--- config.mk ---
export PLATFORM = sky130hd
export DESIGN_NAME = systolic_feeder
export DESIGN_NICKNAME = d
export VERILOG_FILES = /design/src/rtl/systolic_feeder_pkg.sv /design/src/rtl/systolic_feeder_matrix_buf.sv /design/src/rtl/systolic_feeder.sv
export SDC_FILE = /design/constraint.sdc
export NUM_CORES = 1
export LEC_CHECK = 0
export BUFFER_PORTS_ARGS = -buffer_cell sky130_fd_sc_hd__buf_2
export CORE_ASPECT_RATIO = 1.1
export CORE_MARGIN = 1.5
export CORE_UTILIZATION = 58
export DETAILED_ROUTE_END_ITERATION = 10
export PLACE_DENSITY = 0.79
export SLEW_MARGIN = 15
export SYNTH_ARGS = -nofsm -noshare
export SYNTH_HDL_FRONTEND = slang
export SYNTH_SLANG_ARGS = --single-unit
--- constraint.sdc ---
create_clock -name clk -period 3.1 [get_ports clk]
set_clock_uncertainty 0.15 [all_clocks]
set_input_delay 0.62 -clock clk [delete_from_list [all_inputs] [get_ports clk]]
set_output_delay 0.62 -clock clk [all_outputs]
set_load 0.05 [all_outputs]
--- src/rtl/systolic_feeder_pkg.sv ---
// Purpose: shared types and constants for the systolic operand feeder.
// Latency: n/a (declarations only).
// Backpressure: n/a.
package systolic_feeder_pkg;

  // Default operand width, matches the systolic_array a_in/b_in lanes.
  localparam int FEED_DATA_W = 16;

  // Feeder sequencing states.
  typedef enum logic [2:0] {
    ST_IDLE   = 3'd0,
    ST_CLEAR  = 3'd1,
    ST_STREAM = 3'd2,
    ST_DRAIN  = 3'd3,
    ST_DONE   = 3'd4
  } feed_state_t;

  // Constant helper for sizing localparams.
  function automatic int max_int(input int a, input int b);
    return (a > b) ? a : b;
  endfunction

endpackage

--- src/rtl/systolic_feeder_matrix_buf.sv ---
// Purpose: NxN operand register file, one write port, N skewed read lanes.
// Latency: write commits at the clock edge; reads are combinational on (lane, step).
// Backpressure: none; the caller gates wr_en, out-of-range addresses are dropped.
module systolic_feeder_matrix_buf
  import systolic_feeder_pkg::*;
#(
  parameter int N         = 2,
  parameter int DATA_W    = FEED_DATA_W,
  parameter int IDX_W     = 1,
  parameter int STEP_W    = 2,
  parameter bit TRANSPOSE = 1'b0
) (
  input  logic                clk,
  input  logic                reset,
  input  logic                wr_en,
  input  logic [IDX_W-1:0]    wr_row,
  input  logic [IDX_W-1:0]    wr_col,
  input  logic [DATA_W-1:0]   wr_data,
  input  logic [STEP_W-1:0]   step,
  output logic [N*DATA_W-1:0] rd_data
);

  logic [DATA_W-1:0] mem [N][N];

  // Storage: cleared by reset, otherwise last in-range write wins.
  always_ff @(posedge clk) begin
    if (reset) begin
      for (int r = 0; r < N; r++) begin
        for (int c = 0; c < N; c++) begin
          mem[r][c] <= '0;
        end
      end
    end else if (wr_en && (int'(wr_row) < N) && (int'(wr_col) < N)) begin
      mem[wr_row][wr_col] <= wr_data;
    end
  end

  // Skewed read: lane l shows element k where step == l + k. A (TRANSPOSE=0)
  // walks along row l, B (TRANSPOSE=1) walks down column l. Outside the
  // diagonal window the lane reads zero.
  always_comb begin
    rd_data = '0;
    for (int l = 0; l < N; l++) begin
      for (int k = 0; k < N; k++) begin
        if (int'(step) == l + k) begin
          rd_data[l*DATA_W +: DATA_W] = TRANSPOSE ? mem[k][l] : mem[l][k];
        end
      end
    end
  end

endmodule

--- src/rtl/systolic_feeder.sv ---
// Purpose: buffers A/B and drives clear, skewed operand streams and drain to systolic_array.
// Latency: start to done = 2N + DRAIN_CYC + 1 cycles; all outputs registered.
// Backpressure: wr_ready = ~busy drops writes mid-sequence; start is ignored unless IDLE.
module systolic_feeder
  import systolic_feeder_pkg::*;
#(
  parameter  int N         = 2,
  parameter  int DATA_W    = FEED_DATA_W,
  parameter  int DRAIN_CYC = N + 1,
  localparam int IDX_W     = max_int(1, $clog2(N))
) (
  input  logic                clk,
  input  logic                reset,
  input  logic                wr_en,
  input  logic                wr_sel,
  input  logic [IDX_W-1:0]    wr_row,
  input  logic [IDX_W-1:0]    wr_col,
  input  logic [DATA_W-1:0]   wr_data,
  output logic                wr_ready,
  input  logic                start,
  output logic                busy,
  output logic                done,
  output logic                array_clr,
  output logic [N*DATA_W-1:0] a_out,
  output logic [N*DATA_W-1:0] b_out
);

  // One counter serves both the stream steps and the drain cycles.
  localparam int MAX_CNT = max_int(2*N - 2, DRAIN_CYC - 1);
  localparam int STEP_W  = max_int(1, $clog2(MAX_CNT + 1));
  localparam logic [STEP_W-1:0] STREAM_LAST = STEP_W'(2*N - 2);
  localparam logic [STEP_W-1:0] DRAIN_LAST  = STEP_W'(DRAIN_CYC - 1);

  feed_state_t        state, state_nxt;
  logic [STEP_W-1:0]  step, step_nxt, step_inc;
  logic               wr_acc;
  logic [N*DATA_W-1:0] a_rd, b_rd;

  // Busy is low during the done cycle too, so the buffers may be written then.
  assign wr_ready = ~busy;
  assign wr_acc   = wr_en & wr_ready;

  // The buffers are addressed with the next step so the operand lands in
  // the output register on the same edge the step advances.
  systolic_feeder_matrix_buf #(
    .N(N), .DATA_W(DATA_W), .IDX_W(IDX_W), .STEP_W(STEP_W), .TRANSPOSE(1'b0)
  ) u_buf_a (
    .clk(clk), .reset(reset), .wr_en(wr_acc & ~wr_sel),
    .wr_row(wr_row), .wr_col(wr_col), .wr_data(wr_data),
    .step(step_nxt), .rd_data(a_rd)
  );

  systolic_feeder_matrix_buf #(
    .N(N), .DATA_W(DATA_W), .IDX_W(IDX_W), .STEP_W(STEP_W), .TRANSPOSE(1'b1)
  ) u_buf_b (
    .clk(clk), .reset(reset), .wr_en(wr_acc & wr_sel),
    .wr_row(wr_row), .wr_col(wr_col), .wr_data(wr_data),
    .step(step_nxt), .rd_data(b_rd)
  );

  // State and step counter registers.
  always_ff @(posedge clk) begin
    if (reset) begin
      state <= ST_IDLE;
      step  <= '0;
    end else begin
      state <= state_nxt;
      step  <= step_nxt;
    end
  end

  // Sequencing: the counter saturates rather than wrapping and restarts at
  // zero on entry to CLEAR and again on entry to DRAIN.
  always_comb begin
    state_nxt = state;
    step_nxt  = step;
    step_inc  = (step == '1) ? step : step + STEP_W'(1);
    unique case (state)
      ST_IDLE: begin
        if (start) begin
          state_nxt = ST_CLEAR;
          step_nxt  = '0;
        end
      end
      ST_CLEAR: begin
        state_nxt = ST_STREAM;
        step_nxt  = '0;
      end
      ST_STREAM: begin
        if (step == STREAM_LAST) begin
          state_nxt = ST_DRAIN;
          step_nxt  = '0;
        end else begin
          step_nxt  = step_inc;
        end
      end
      ST_DRAIN: begin
        if (step == DRAIN_LAST) begin
          state_nxt = ST_DONE;
          step_nxt  = '0;
        end else begin
          step_nxt  = step_inc;
        end
      end
      ST_DONE: begin
        state_nxt = ST_IDLE;
      end
      default: begin
        state_nxt = ST_IDLE;
        step_nxt  = '0;
      end
    endcase
  end

  // Output registers decoded from the next state; operands only in STREAM.
  always_ff @(posedge clk) begin
    if (reset) begin
      busy      <= 1'b0;
      done      <= 1'b0;
      array_clr <= 1'b0;
      a_out     <= '0;
      b_out     <= '0;
    end else begin
      busy      <= (state_nxt == ST_CLEAR) || (state_nxt == ST_STREAM) ||
                   (state_nxt == ST_DRAIN);
      done      <= (state_nxt == ST_DONE);
      array_clr <= (state_nxt == ST_CLEAR);
      a_out     <= (state_nxt == ST_STREAM) ? a_rd : '0;
      b_out     <= (state_nxt == ST_STREAM) ? b_rd : '0;
    end
  end

endmodule

==> results_dict.tcl, run 1 <==
set metrics [dict create \
    start_util 0.590 \
    multi_input_area_sq_um 2240 \
    async_flop_share 0 \
    fillCellCount 947 \
    slew_violations 0 \
    rr_startpoint "step[0]$_SDFF_PP0_" \
    vdd_drop_max_uv 413 \
    worstPathArrival_ns 2.41 \
    fmax_mhz 447 \
    synth_top_area_share 0.497 \
    antenna_found_initial 0 \
    grt_pass1_vias 4729 \
    ant_nets 0 \
    min_period_ns 2.24 \
    setup.worst_path.start_class "flop" \
    synthFlopType "edfxtp_1" \
    syn-cell-area_sq_um 7730 \
    worstHoldStart "start" \
    clk_pin_slew_worst_paths_ns 0.07 \
    post-cts-setup-buffers 0 \
    antenna_cells 0 \
    clock_path_buffers 2 \
    portBuffers 90 \
    cp-end-kind "flop" \
    grt.overflow.total 0 \
    fin_setup_tns_ns 0 \
    critPathMaxStageDelay_ns 0.42 \
    hold_class "primary input to flop" \
    first_iter_violations 310 \
    hold_viol_final 0 \
    crit_chain "inv_1 > ha_1 > or3b_1 > o31ai_4 > buf_4 > nand2_1 > a21oi_1" \
    gr-usage-all-layers 0.238 \
    io_pins 91 \
    num-nets-final 722 \
    cts_root_buf "clkbuf_16" \
    ys_seq_area_frac 0.684 \
    final_util 0.681 \
    synth_area_per_cell_sq_um 12.7 \
    hold_buffers 0 \
    seq_area_sq_um 5290 \
    yosys_register_bits 200 \
    p_per_area_nw_per_um2 647 \
    drt-wirelength-per-cell_microns 18.2 \
    crit_slowest_cell "or3b_1" \
    synth_cell_type_count 43 \
    rsz0062_at_grt "false" \
    synth_edf_count 128 \
    maxSlewHeadroom 0.601 \
    cp-startpoint "step[0]$_SDFF_PP0_" \
    totalWireLength_microns 15800 \
    drive_above_1_share 0.255 \
    gp_congestion 0.790 \
    core_area_sq_um 13100 \
    grt_pass1_wl_microns 24300 \
    cts_sinks 200 \
    cts_tree "built" \
    dieWidth_microns 113 \
    r2r_slack_ns 0.86 \
    maxCapViolCount 0 \
    r2r-end "b_out[9]$_SDFF_PP0_" \
    drc_errors 0 \
    cts_max_level 4 \
    worst-setup-path-type "flop to flop" \
    crit_end "b_out[9]$_SDFF_PP0_" \
    ys_warn_count 0 \
    rows 44 \
    viasPerCell 5.49 \
    tightestPinTransition_ns 0.598 \
    worstSkewPairLatency_ns 0.43 \
    numCtsBuffers 17 \
    synthCells 608 \
    required_ns 3.27 \
    die_area_sq_um 14000 \
    drtPass1Iterations 4 \
    reg2regPathDepth 7 \
    grt_max_degree 65 \
    period_share 0.721 \
    syn_nets 633 \
    whs_ns 0.286 \
    finalPower_w 0.00577 \
    setup_violations 0 \
    vias 4779 \
    dp_hpwl_microns 9850 \
    synth_largest_area_cell "edfxtp_1" \
    post_cts_resize_count 0 \
    syn2layout_area_growth_pct 15.5 \
    die_h_microns 124 \
    status "completed" \
    cp_max_fo 32 \
    synth.area.top_cells "edfxtp_1 (50%), dfxtp_1 (19%), and2_1 (10%)" \
    leakagePower_nw 3.48 \
]
[routing by layer]
metal,vias up,track usage,share of wire
met1,2315,0.274,0.39
li1,2261,-,-
met4,0,0.114,0.030
met5,-,0,0
met2,169,0.423,0.53
met3,34,0.0545,0.054
[synthesized netlist by cell type (all sizes together), types with 2 or more instances]
master,n
nand2,132
and2,128
edfxtp,128
dfxtp,72
a21oi,32
o22ai,32
clkbuf,18
buf,17
nor2,5
or2,5
inv,4
nor3,4
nor4,3
o31ai,3
and2b,2
ha,2
nand3,2
nand3b,2
o21ai,2
[cell usage in the layout, fill, tap and decap left out, types with 2 or more instances in the layout]
master and count:
clkbuf_8 2, clkbuf_1 4, or2_2 4, nand3b_1 2
ha_1 2, buf_4 15, o21ai_1 2, dfxtp_1 72
nand3_1 2, nor4_2 3, buf_2 90, edfxtp_1 128
clkinv_1 2, o22ai_1 2, inv_1 3, a21oi_1 32
nor2_1 5, and2_1 128, nand2_1 131, bufinv_16 2
clkbuf_16 20, o22ai_2 30, nor3_1 3, o31ai_2 2
[kinds of logic after synthesis]
group,after synthesis,share of synthesized area
adder cells (fa/ha/maj),2,0.00324
AND/OR/NAND/NOR,291,0.198
flip-flops,200,0.684
AO/OA/AOI/OAI,76,0.0864
buffers and inverters,39,0.0283
[report_power, final]
part | switching (W) | total (W) | internal (W)
combinational | 0.000395 | 0.000511 | 0.000116
clock | 0.000905 | 0.00228 | 0.00137
sequential | 0.0000386 | 0.00298 | 0.00294
[worst max-delay path: cells and delay by family (launching register included)]
| family | cells | cell delay (ns) |
|---|---|---|
| buffers and inverters | 2 | 0.51 |
| adder cells (fa/ha/maj) | 1 | 0.25 |
| flip-flops | 1 | 0.30 |
| AND/OR/NAND/NOR | 2 | 0.52 |
| AO/OA/AOI/OAI | 2 | 0.38 |
[registers in the layout, summed over array words and instances (netlist names)]
name         count
a_out           32
u_buf_a.mem     64
busy             1
array_clr        1
done             1
step             2
b_out           32
state            3
u_buf_b.mem     64
[final cells by class]
type                    instances  share of cell area
inverters                       4             0.00168
multi-input cells             369               0.251
repair buffers                105              0.0631
well taps                     161              0.0226
clock inverters                 6             0.00897
clock buffers                  26              0.0608
flip-flops and latches        200               0.592
[metrics by stage]
stage	worst slack, ns	cells	instance area [sq um]
2_1_floorplan	0.0832	608	7730
3_3_place_gp	0.710	839	8300
3_5_place_dp	0.626	839	8300
4_1_cts	0.841	871	8920
5_1_grt	0.768	871	8920
6_report	0.865	871	8920
[worst min path at each step]
stage,end,cells past startpoint
final,array_clr$_SDFF_PP0_,3
after global routing,array_clr$_SDFF_PP0_,3
after CTS,array_clr$_SDFF_PP0_,3
after detailed placement,b_out[19]$_SDFF_PP0_,2
after global placement,b_out[8]$_SDFF_PP0_,2
after floorplan,a_out[0]$_SDFF_PP0_,2
(Power assumes the default switching activity.)
==> inputs of run 2 (changes only) <==
==> constraint.sdc (replaced) <==
create_clock -name clk -period 2.2 [get_ports clk]
set_clock_uncertainty 0.15 [all_clocks]
set_input_delay 0.44 -clock clk [delete_from_list [all_inputs] [get_ports clk]]
set_output_delay 0.44 -clock clk [all_outputs]
set_load 0.05 [all_outputs]
==> run 2 against run 1 <==
  * Total power up 40%
  * Clock-buffer cell count down 4
  * Non-clock buffer count up 4
  * Worst setup slack worse by 0.73 ns
  * Clock power up 35%
  * Largest cell class unchanged
  * Cell count up 0.46%
  * Largest power group unchanged
==> results_dict.tcl, run 2 (synthesized netlist as in run 1, its figures left out) <==
set metrics [dict create \
    viasPerCell 5.48 \
    post-cts-setup-buffers 0 \
    hold_buffers 0 \
    pwr-share-seq 0.522 \
    setup.worst_path.start_class "flop" \
    place_area_sq_um 8430 \
    drive_above_1_share 0.272 \
    clock_path_buffers 2 \
    first_iter_violations 396 \
    tightestPinTransition_ns 0.486 \
    slew_violations 0 \
    grt_pass1_vias 4636 \
    post-place-ws_ns 0.0589 \
    whs_endpoint "array_clr$_SDFF_PP0_" \
    p_per_area_nw_per_um2 892 \
    numCtsBuffers 17 \
    top_regs "u_buf_a.mem (64), u_buf_b.mem (64)" \
    worst-setup-path-type "flop to flop" \
    gr-usage-all-layers 0.236 \
    power.share.combinational 0.095 \
    drtPass1Iterations 5 \
    antenna_found_initial 1 \
    period_share 0.937 \
    worstSkewPairLatency_ns 0.43 \
    crit_chain "inv_1 > ha_1 > or3b_1 > o31a_1 > buf_4 > nand2_1 > a21oi_1" \
    totalWireLength_microns 15900 \
    grt_pass1_wl_microns 24100 \
    final_common_cell "nand2_1" \
    cp-end-kind "flop" \
    clkPwrFrac 0.383 \
    grt_max_degree 65 \
    num-nets-final 726 \
    reg2regPathDepth 7 \
    ant_nets 0 \
    dp_hpwl_microns 9910 \
    internal_power_w 0.00611 \
    cp_max_fo 33 \
    die_area_sq_um 14000 \
    grt.overflow.total 0 \
    maxCapViolCount 0 \
    fin_area_sq_um 9030 \
    antenna_cells 0 \
    min_period_ns 2.06 \
    hold_depth 3 \
    whs_ns 0.113 \
    core_area_sq_um 13100 \
    final_cell_mix "nand2_1 (130), and2_1 (128), edfxtp_1 (128)" \
    critPathMaxStageDelay_ns 0.42 \
    die_h_microns 124 \
    syn2layout_area_growth_pct 16.8 \
    hold_viol_final 0 \
    netSwitchingPower_w 0.00194 \
    cts_root_buf "clkbuf_16" \
    rsz0062_at_grt "false" \
    vias 4792 \
    r2r-end "a_out[9]$_SDFF_PP0_" \
    required_ns 2.37 \
    crit_slowest_cell "or3b_1" \
    rr_startpoint "step[0]$_SDFF_PP0_" \
    vdd_drop_max_uv 623 \
    maxSlewHeadroom 0.676 \
    hold_class "primary input to flop" \
    cts_sinks 200 \
    io_pins 91 \
    cts_tree "built" \
    status "completed" \
    worstHoldStart "start" \
    worstPathArrival_ns 2.23 \
    setup_violations 0 \
    fmax_mhz 485 \
    leakagePower_nw 3.52 \
    start_util 0.590 \
    portBuffers 90 \
    rows 44 \
    setup_ws_ns 0.138 \
    clk_pin_slew_worst_paths_ns 0.07 \
    fillCellCount 921 \
    drc_errors 0 \
    r2r_slack_ns 0.14 \
    swShare 0.241 \
    cts_max_level 4 \
    dieWidth_microns 113 \
    gp_congestion 0.761 \
    drt-wirelength-per-cell_microns 18.2 \
]
==> run 2: changes by cell type in the layout (fill, tap and decap cells not counted), sizes merged <==
cell and delta:
inv +1, clkinv +2, clkinvlp +1, clkbuf -4, buf +4
==> run 2: worst max path at each step <==
stage / start / endpoint / depth (start not counted)
3_3_place_gp: step[0]$_SDFF_PP0_ / a_out[28]$_SDFF_PP0_ / 6
6_report: step[0]$_SDFF_PP0_ / a_out[9]$_SDFF_PP0_ / 7
4_1_cts: step[0]$_SDFF_PP0_ / a_out[29]$_SDFF_PP0_ / 6
5_1_grt: step[0]$_SDFF_PP0_ / a_out[29]$_SDFF_PP0_ / 6
2_1_floorplan: wr_row / u_buf_b.mem[0][16]$_SDFFCE_PN0P_ / 2
3_5_place_dp: step[0]$_SDFF_PP0_ / a_out[29]$_SDFF_PP0_ / 6
==> run 2: power by group through the flow <==
stage	Sequential, W	Clock, W	Combinational, W
5_1_grt	0.00422	0.00323	0.000818
2_1_floorplan	0.00442	0	0.000397
3_5_place_dp	0.00429	0	0.000759
4_1_cts	0.00421	0.00311	0.000763
3_3_place_gp	0.00428	0	0.000736
6_report	0.00421	0.00308	0.000762
==> run 2: area by class of cell <==
class	instances	area, sq um	share of cell area
Sequential cell	200	5290	0.585
Multi-Input combinational cell	369	2280	0.252
Timing Repair Buffer	109	656	0.0726
Clock buffer	22	474	0.0525
Tap cell	161	201	0.0223
Clock inverter	10	118	0.0130
Inverter	4	18.8	0.00208
==> run 2: timing repair <==
item                                    CTS  global route
resized for setup                         0             1
endpoints found under the hold margin     0             0
endpoints found under the setup margin    0            32
==> run 2: through the flow <==
stage / cells / TNS [ns] / util / total power, W
floorplan: 608 / -10.71 / - / 0.00482
finish: 875 / 0 / 0.689 / 0.00805
detailed placement: 843 / 0 / 0.643 / 0.00505
global placement: 843 / 0 / 0.643 / 0.00502
global route: 875 / 0 / 0.689 / 0.00827
CTS: 875 / 0 / 0.689 / 0.00807
==> run 2: critical path: cells and delay by family, from the launching register on <==
family | cells | cell delay (ns)
fa+ha+maj | 1 | 0.31
flops | 1 | 0.31
compound gates | 2 | 0.25
buf+inv | 2 | 0.35
simple gates | 2 | 0.56
==> run 2: layer usage <==
metal  share of wire  up-vias  GRT usage
met3           0.057       24     0.0409
li1                -     2260          -
met1            0.40     2344      0.284
met4           0.016        0     0.0992
met2            0.53      164      0.422
met5               0        -          0
==> inputs of run 3 (changes only) <==
==> constraint.sdc (replaced) <==
create_clock -name clk -period 2.2 [get_ports clk]
set_clock_uncertainty 0.15 [all_clocks]
set_input_delay 0.22 -clock clk [delete_from_list [all_inputs] [get_ports clk]]
set_output_delay 0.22 -clock clk [all_outputs]
set_load 0.05 [all_outputs]
==> run 3 against run 2 <==
  * Clock power is 7.5% higher
  * Cell count is 0.23% lower
  * Hold slack worse by 0.069 ns
  * Largest cell class unchanged
  * Worst setup slack better by 0.013 ns
  * Total power is 2.8% higher
  * Sequential power hardly changed
  * Die area stayed put
  * Clock-buffer cell count is 1 lower
  * Combinational power hardly changed
  * Register-to-register slack hardly changed
  * Critical endpoint is now a_out[15]$_SDFF_PP0_
  * Routed wire length is 2.2% higher
==> results_dict.tcl, run 3 (synthesized netlist as in run 1, its figures left out) <==
set metrics [dict create \
    status "completed" \
    num-nets-final 724 \
    drtPass1Iterations 4 \
    dp_hpwl_microns 9850 \
    hold_viol_final 0 \
    post-cts-setup-buffers 0 \
    hold_class "primary input to flop" \
    final_common_cell "nand2_1" \
    pwr-share-seq 0.508 \
    die_area_sq_um 14000 \
    die_h_microns 124 \
    vdd_drop_max_uv 577 \
    netSwitchingPower_w 0.00194 \
    worstHoldStart "wr_data[1]" \
    maxSlewHeadroom 0.623 \
    required_ns 2.37 \
    clock_path_buffers 2 \
    fin_setup_tns_ns 0 \
    rr_startpoint "step[0]$_SDFF_PP0_" \
    min_period_ns 2.05 \
    antenna_cells 0 \
    drt-wirelength-per-cell_microns 18.6 \
    top_regs "u_buf_a.mem (64), u_buf_b.mem (64)" \
    grt_max_degree 65 \
    cts_root_buf "clkbuf_16" \
    leakagePower_nw 3.53 \
    r2r_slack_ns 0.15 \
    p_per_area_nw_per_um2 914 \
    cp-end-kind "flop" \
    drc_errors 0 \
    clk_pin_slew_worst_paths_ns 0.07 \
    internal_power_w 0.00633 \
    worst-setup-path-type "flop to flop" \
    power.share.combinational 0.092 \
    worstPathArrival_ns 2.22 \
    whs_ns 0.0440 \
    swShare 0.235 \
    drive_above_1_share 0.270 \
    start_util 0.590 \
    slew_violations 0 \
    cts_max_level 4 \
    totalWireLength_microns 16300 \
    gp_congestion 0.759 \
    viasPerCell 5.47 \
    cts_sinks 200 \
    grt.overflow.total 0 \
    gr-usage-all-layers 0.242 \
    first_iter_violations 280 \
    final_cell_mix "nand2_1 (130), and2_1 (128), edfxtp_1 (128)" \
    fmax_mhz 488 \
    period_share 0.931 \
    dieWidth_microns 113 \
    cts_tree "built" \
    tightestPinTransition_ns 0.563 \
    finalPower_w 0.00828 \
    maxCapViolCount 0 \
    ant_nets 0 \
    cp_max_fo 33 \
    numCtsBuffers 17 \
    antenna_found_initial 0 \
    clkPwrFrac 0.400 \
    rows 44 \
    core_area_sq_um 13100 \
    worstSkewPairLatency_ns 0.43 \
    cp-startpoint "step[0]$_SDFF_PP0_" \
    io_pins 91 \
    syn2layout_area_growth_pct 17.1 \
    grt_pass1_vias 4792 \
    rsz0062_at_grt "false" \
    setup.worst_path.start_class "flop" \
    vias 4775 \
    portBuffers 90 \
    setup_violations 0 \
    grt_pass1_wl_microns 24700 \
]
run 3: cell count changes in the layout (fill, tap and decap cells not counted), sizes merged:
cell,previous run,this run
bufinv,2,4
dlygate4sd3,0,1
inv,5,4
clkbuf,22,21
buf,109,106
run 3: layer usage:
layer | routed length [microns] | up-vias | track usage
met4 | 325 | 0 | 0.113
met2 | 8730 | 158 | 0.438
met1 | 6330 | 2330 | 0.282
li1 | - | 2260 | -
met5 | 0 | - | 0
met3 | 870 | 27 | 0.0414
run 3: worst paths after layout:
check,end,cells past startpoint
max,a_out[15]$_SDFF_PP0_,7
min,u_buf_a.mem[0][17]$_SDFFCE_PN0P_,2
max reg2reg,a_out[15]$_SDFF_PP0_,7
min reg2reg,a_out[16]$_SDFF_PP0_,2
run 3: through the flow:
stage	instance area [sq um]	std cells	setup WS, ns	utilization
2_1_floorplan	7760	608	-0.287	-
3_3_place_gp	8390	840	0.156	0.641
3_5_place_dp	8390	840	0.0528	0.641
4_1_cts	9040	873	0.0226	0.690
5_1_grt	9050	873	0.0419	0.691
6_report	9050	873	0.151	0.691
run 3: layout make-up:
type                    count  area, sq um
inverters                   4         18.8
fillers                   905         4050
well taps                 161          201
clock buffers              21          470
multi-input cells         369         2280
flip-flops and latches    200         5290
clock inverters            11          169
repair buffers            107          631
run 3: power by group through the flow:
| stage | clock (W) | combinational (W) | sequential, W |
|---|---|---|---|
| finish | 0.00331 | 0.000759 | 0.00421 |
| global route | 0.00346 | 0.000811 | 0.00422 |
| CTS | 0.00332 | 0.000761 | 0.00421 |
| detailed placement | 0 | 0.000753 | 0.00429 |
| global placement | 0 | 0.000732 | 0.00428 |
| floorplan | 0 | 0.000397 | 0.00442 |
run 3: timing repair:
item	CTS	global route
hold buffers	1	0
hold endpoints to repair	2	0
resized for setup	0	1
setup endpoints to repair	0	32
run 3: worst max-delay path, stage by stage, from the launching register on:
cell	delay [ns]
dfxtp_1	0.31
inv_1	0.09
ha_1	0.30
or3b_1	0.42
o31a_1	0.18
buf_4	0.26
nand2_1	0.12
a21oi_1	0.08
